--- config.mk ---
export PLATFORM = sky130hd
export DESIGN_NAME = hazard_scoreboard
export DESIGN_NICKNAME = d
export VERILOG_FILES = /design/src/rtl/hazard_scoreboard_pkg.sv /design/src/rtl/hazard_scoreboard_slot.sv /design/src/rtl/hazard_scoreboard.sv
export SDC_FILE = /design/constraint.sdc
export NUM_CORES = 1
export LEC_CHECK = 0
export ABC_AREA = 1
export CORE_ASPECT_RATIO = 0.8
export CORE_MARGIN = 1.5
export CORE_UTILIZATION = 47
export CTS_BUF_LIST = sky130_fd_sc_hd__clkbuf_4 sky130_fd_sc_hd__clkbuf_8 sky130_fd_sc_hd__clkbuf_16
export CTS_CLUSTER_DIAMETER = 50
export DETAILED_ROUTE_END_ITERATION = 12
export PLACE_DENSITY_LB_ADDON = 0.05
export SLEW_MARGIN = 20
export SYNTH_ARGS = -nofsm -noshare
export SYNTH_HDL_FRONTEND = slang
export SYNTH_SLANG_ARGS = --single-unit
--- constraint.sdc ---
create_clock -name clk -period 1.45 [get_ports clk]
set_clock_uncertainty 0.1 [all_clocks]
set_input_delay 0.29 -clock clk [delete_from_list [all_inputs] [get_ports clk]]
set_output_delay 0.29 -clock clk [all_outputs]
set_load 0.1 [all_outputs]
--- src/rtl/hazard_scoreboard_pkg.sv ---
`default_nettype none
// +--------------------------------------------------------------------------+
// | Module : hazard_scoreboard_pkg                                           |
// | Brief  : Shared defaults and constants for the hazard scoreboard.        |
// | Rev    : 1.0  initial release                                            |
// +--------------------------------------------------------------------------+
package hazard_scoreboard_pkg;

    localparam int c_DEPTH_DEF = 3;
    localparam int c_TW_DEF    = 2;
    localparam int c_SELW_DEF  = 2;
    localparam int c_REG_W     = 5;

    // Forward select value meaning "take the register file value".
    localparam int c_FWD_RF    = 0;
    // CP0 register index of EPC (target of the tracked mtc0).
    localparam int c_CP0_EPC   = 14;

    typedef logic [c_REG_W-1:0] reg_addr_t;

endpackage : hazard_scoreboard_pkg
`default_nettype wire

--- src/rtl/hazard_scoreboard_slot.sv ---
`default_nettype none
// +--------------------------------------------------------------------------+
// | Module : hz_slot                                                         |
// | Brief  : One in-flight record: load / bubble / clear, sat. Tnew ageing.  |
// | Rev    : 1.0  initial release                                            |
// +--------------------------------------------------------------------------+
module hz_slot
    import hazard_scoreboard_pkg::*;
#(
    parameter int TW = c_TW_DEF
) (
    input  logic          clk,
    input  logic          rst,
    input  logic          i_clear,
    input  logic          i_bubble,
    input  logic          i_dec,
    input  logic          i_valid,
    input  reg_addr_t     i_dst,
    input  logic [TW-1:0] i_tnew,
    input  logic          i_epc,
    output logic          o_valid,
    output reg_addr_t     o_dst,
    output logic [TW-1:0] o_tnew,
    output logic          o_epc
);

    logic [TW-1:0] w_tnew_next;

    // Saturating decrement: a result already available stays available.
    always_comb begin
        w_tnew_next = i_tnew;
        if (i_dec && (i_tnew != '0)) begin
            w_tnew_next = i_tnew - TW'(1);
        end
    end

    always_ff @(posedge clk) begin
        if (rst || i_clear || i_bubble) begin
            o_valid <= 1'b0;
            o_dst   <= '0;
            o_tnew  <= '0;
            o_epc   <= 1'b0;
        end else begin
            o_valid <= i_valid;
            o_dst   <= i_dst;
            o_tnew  <= w_tnew_next;
            o_epc   <= i_epc;
        end
    end

endmodule : hz_slot
`default_nettype wire

--- src/rtl/hazard_scoreboard.sv ---
`default_nettype none
// +--------------------------------------------------------------------------+
// | Module : hazard_scoreboard                                               |
// | Brief  : Tnew/Tuse hazard unit: D-stage stall, forward selects, eret/EPC |
// |          interlock. Optional MDU interlock under macro HAZ_MDU_EN.       |
// | Rev    : 1.0  initial release                                            |
// +--------------------------------------------------------------------------+
module hazard_scoreboard
    import hazard_scoreboard_pkg::*;
#(
    parameter int DEPTH = c_DEPTH_DEF,
    parameter int TW    = c_TW_DEF,
    parameter int SELW  = c_SELW_DEF    // 2**SELW must exceed DEPTH
) (
    input  logic            clk,
    input  logic            reset,
    input  logic            flush,
    input  logic [4:0]      d_rs,
    input  logic [4:0]      d_rt,
    input  logic [TW-1:0]   d_tuse_rs,
    input  logic [TW-1:0]   d_tuse_rt,
    input  logic [4:0]      d_dst,
    input  logic [TW-1:0]   d_tnew,
    input  logic            d_epc_wr,
    input  logic            d_eret,
`ifdef HAZ_MDU_EN
    input  logic            d_md,
    input  logic            e_md_start,
    input  logic            mdu_busy,
`endif
    output logic            stall,
    output logic [SELW-1:0] fwd_rs_sel,
    output logic [SELW-1:0] fwd_rt_sel,
    output logic            epc_pending
);

    // Index 0 is the D-stage candidate; index k is record k.
    logic          w_valid [0:DEPTH];
    reg_addr_t     w_dst   [0:DEPTH];
    logic [TW-1:0] w_tnew  [0:DEPTH];
    logic          w_epc   [0:DEPTH];

    logic          w_stall;
    logic          w_stall_rs;
    logic          w_stall_rt;
    logic          w_stall_eret;
    logic          w_stall_mdu;
    logic          w_epc_pending;

    assign w_valid[0] = (d_dst != '0) || d_epc_wr;
    assign w_dst[0]   = d_dst;
    assign w_tnew[0]  = d_tnew;
    assign w_epc[0]   = d_epc_wr;

    // Record 1 takes Tnew as-is; older records age by one per edge.
    for (genvar k = 1; k <= DEPTH; k++) begin : g_slot
        hz_slot #(
            .TW (TW)
        ) u_slot (
            .clk      (clk),
            .rst      (reset),
            .i_clear  (flush),
            .i_bubble ((k == 1) ? w_stall : 1'b0),
            .i_dec    (k != 1),
            .i_valid  (w_valid[k-1]),
            .i_dst    (w_dst[k-1]),
            .i_tnew   (w_tnew[k-1]),
            .i_epc    (w_epc[k-1]),
            .o_valid  (w_valid[k]),
            .o_dst    (w_dst[k]),
            .o_tnew   (w_tnew[k]),
            .o_epc    (w_epc[k])
        );
    end

    // Youngest-match priority encoder: scan oldest to youngest, last hit wins.
    always_comb begin
        w_stall_rs    = 1'b0;
        w_stall_rt    = 1'b0;
        fwd_rs_sel    = SELW'(c_FWD_RF);
        fwd_rt_sel    = SELW'(c_FWD_RF);
        w_epc_pending = 1'b0;
        for (int k = DEPTH; k >= 1; k--) begin
            if (w_valid[k] && (w_dst[k] != '0) && (w_dst[k] == d_rs)) begin
                w_stall_rs = (w_tnew[k] > d_tuse_rs);
                fwd_rs_sel = (w_tnew[k] == '0) ? SELW'(k) : SELW'(c_FWD_RF);
            end
            if (w_valid[k] && (w_dst[k] != '0) && (w_dst[k] == d_rt)) begin
                w_stall_rt = (w_tnew[k] > d_tuse_rt);
                fwd_rt_sel = (w_tnew[k] == '0) ? SELW'(k) : SELW'(c_FWD_RF);
            end
            if (w_valid[k] && w_epc[k]) begin
                w_epc_pending = 1'b1;
            end
        end
    end

    assign w_stall_eret = d_eret && w_epc_pending;

`ifdef HAZ_MDU_EN
    assign w_stall_mdu = d_md && (mdu_busy || e_md_start);
`else
    assign w_stall_mdu = 1'b0;
`endif

    assign w_stall     = w_stall_rs || w_stall_rt || w_stall_eret || w_stall_mdu;
    assign stall       = w_stall;
    assign epc_pending = w_epc_pending;

endmodule : hazard_scoreboard
`default_nettype wire

==> run summary, run 1 <==
Slowest cell delay on critical path - 0.37 ns
GRT Residual Overflow - 0
WP depth - 9
CP dominant cell by count - nand2_1
Area after DPL - 0.00246 mm²
Remaining DRCs - 0
Via count - 1,879
Max-slew violations - 0
Vias/cell - 5.01
Routed Antenna Nets - 0
Cells after Synth - 260
Pin count of the biggest net entering global routing - 18
Most frequent cells in the layout - 49 x nand2_1, 35 x nor2_1, 34 x inv_1
Hold-fix buffers, CTS - 0
DP Worst Slack - -0.975 ns
DRT iter0 DRCs - 123
Synth Cell Area - 0.00172 mm²
Unrepaired setup endpoints after global routing - yes
Area Growth Syn to Fin - 64.0%
Final period util - 150%
I/O Buffers - 31
Core area - 0.00347 mm²
Startpoint types - flop
CP max stage cell - dfxtp_2
Reg area - 583 µm²
Max VDD drop - 0.000727 V
Outcome - complete, but fails checks
Initial antenna violation count - 0
Final Hold Viols - 0
Finished Layout Cells - 375
Tmin final - 2.17 ns
Worst-Margin Slew - 0.263 ns
Max Fanout on Critical Path - 4
Total Power - 1.61 mW
Total CTS buffers - 3
Lkg Pwr - 1.34 nW
Crit path arrival time - 1.78 ns
CP Cell Sequence - inv_2 -> nand2_1 -> nand2_1 -> nor2_1 -> nand3_1 -> nor2_2 -> nand4_1 -> o21ai_4 -> buf_12
Syn nets - 298
Worst setup endpoint - fwd_rt_sel[0]
Highest attainable clock frequency - 0.460 GHz
Worst hold path type - flop to flop
Flop-to-flop setup slack - -0.37 ns
Clk buf depth - 2
Bufs and invs on worst path - 2
Area of the multi-input gates - 0.00125 mm²
Share of cells above drive strength 1 - 42.0%
Most common cell after layout, fill and taps aside - nand2_1
Fin area - 0.00282 mm²
Skew-Pair Late Insertion Delay - 0.28 ns
RePlAce Congestion - 0.972
Violated checks - negative setup slack
DIE AREA - 0.00403 mm²
R2r endpoint - g_slot[1].u_slot.o_dst[2]
CTS tree - built
Dpl cells - 361
# diodes - 0
PnR worst setup slack - -0.723 ns
Register area share after synthesis - 31.4%
CP Class - flop to output port
Die Span Y - 57.1 µm
CP Capture Type - output port
FF+latch count, synth - 27
Filler Cell Count - 226
Tot GR Track Use - 25.3%
Hold Crit Depth - 2
Detailed Place HPWL - 3.47 mm
Die Wd - 70.6 µm
Initial Util - 49.5%
Max H-tree Level - 1
Final nets - 372
R2R cell count - 13
Total Routed Length - 5.04 mm
Critical path's top delay family - simple AND/OR/NAND/NOR gates
Row cnt - 19
Synth cell types - 27
First-pass GRT wire length - 8.05 mm
Root buf cell - clkbuf_8
Vias in the first global route - 1,740
Drt wl/cell - 13.4 µm
Number of max-cap violations - 0
RR Startpoint - g_slot[2].u_slot.o_dst[0]
Worst Setup SP - g_slot[3].u_slot.o_dst[2]
Clk slew on worst S/H paths - 0.10 ns
Power Dens Cells - 571 mW/mm²
CP Data Required Time - 1.06 ns
# IOs - 32
Ys Warns - 0
Synth Area per Inst - 6.61 µm²
Final setup violation count - 15
DRT Pass-1 Iters - 4
Clock sinks - 27
Max-slew headroom - 82.4%
-- registers in the layout, summed over array words and instances, names as in the netlist --
signal                 cells
g_slot.u_slot.o_valid      3
g_slot.u_slot.o_epc        3
g_slot.u_slot.o_dst       15
g_slot.u_slot.o_tnew       6
-- worst min path at each step --
stage / from / end / slack (ns)
2_1_floorplan: d_dst[0] / g_slot[1].u_slot.o_dst[0] / 0.29
3_3_place_gp: g_slot[1].u_slot.o_dst[1] / g_slot[2].u_slot.o_dst[1] / 0.36
3_5_place_dp: g_slot[1].u_slot.o_dst[1] / g_slot[2].u_slot.o_dst[1] / 0.37
4_1_cts: g_slot[1].u_slot.o_dst[1] / g_slot[2].u_slot.o_dst[1] / 0.38
5_1_grt: g_slot[1].u_slot.o_dst[1] / g_slot[2].u_slot.o_dst[1] / 0.40
6_report: g_slot[1].u_slot.o_dst[1] / g_slot[2].u_slot.o_dst[1] / 0.37
-- worst min-delay path, stage by stage (launching register included) --
cell,delay (ns)
dfxtp_2,0.35
inv_2,0.06
nor2_1,0.04
-- stage by stage --
stage                     TNS (ns)  utilization, %  hold WS [ns]
after floorplan              -3.58               -         0.295
after CTS                    -4.93            78.4         0.375
after global placement      -11.93            70.9         0.365
after global routing         -8.24            81.3         0.400
final                        -6.73            81.3         0.373
after detailed placement    -12.05            70.9         0.366
-- kinds of logic after synthesis --
logic type | after synthesis | share of synthesized area, %
DFF | 27 | 31.4
and+or+nand+nor | 132 | 33.6
xor gates and xnor gates | 15 | 7.64
AOI/OAI and AO/OA | 18 | 5.82
buffers and inverters | 56 | 12.7
adders and majority gates | 12 | 8.73
-- layer usage --
metal | GRT usage (%) | up-vias | share of wire, % | wire [µm]
li1 | - | 948 | - | -
met1 | 36.5 | 853 | 45 | 2270
met2 | 39.5 | 68 | 46 | 2330
met3 | 5.48 | 10 | 7.1 | 357
met4 | 5.39 | 0 | 1.6 | 80
met5 | 0 | - | 0 | 0
-- cell usage after synthesis --
cell       n  area [µm²]
buf_6      1        11.3
o221ai_1   1        8.76
o21ai_2    1        8.76
nand2_2    1        6.26
nand4_4    1        21.3
clkbuf_1   1        3.75
o21bai_1   1        7.51
clkinv_1   1        3.75
buf_2      1        5.00
nand2_1   62         233
nand4_1    5        31.3
nand3_1   12        60.1
o21ai_0    4        20.0
nor2_4     1        11.3
nor3_1     6        30.0
xor2_1     7        61.3
nand3b_1   1        7.51
nor2_1    40         150
nand3_2    1        10.0
ha_1      12         150
dfxtp_1   27         541
xnor2_1    8        70.1
a21oi_1   11        55.1
nor2_2     1        6.26
nand3b_2   1        11.3
inv_1     50         188
inv_2      2        7.51
-- layout make-up --
class	count	area share (%)
Timing Repair Buffer	71	24.2
Inverter	53	7.14
Tap cell	42	1.86
Clock inverter	1	0.311
Clock buffer	3	1.46
Multi-Input combinational cell	178	44.3
Sequential cell	27	20.7
-- where the power goes --
group          internal, mW  switching (mW)  total, mW
registers             0.750          0.0188      0.769
logic                 0.179           0.189      0.368
clock network         0.203           0.270      0.473
-- what timing repair did --
action                     CTS  global route
hold endpoints to repair     0             0
cloned                       1             0
setup endpoints to repair   15            15
resized for setup           64            25
buffers inserted             5             5
pin swaps                   26            16
Note: power is estimated with default switching activity, not from simulation.
==> inputs of run 2 (changes only) <==
--- a/config.mk
+++ b/config.mk
@@ -12,6 +12,7 @@
 export CTS_BUF_LIST = sky130_fd_sc_hd__clkbuf_4 sky130_fd_sc_hd__clkbuf_8 sky130_fd_sc_hd__clkbuf_16
 export CTS_CLUSTER_DIAMETER = 50
 export DETAILED_ROUTE_END_ITERATION = 12
+export HOLD_SLACK_MARGIN = 0.02
 export PLACE_DENSITY_LB_ADDON = 0.05
 export SLEW_MARGIN = 20
 export SYNTH_ARGS = -nofsm -noshare
==> results of run 2 <==
Final layout, timing and power as in run 1 (identical DEF).
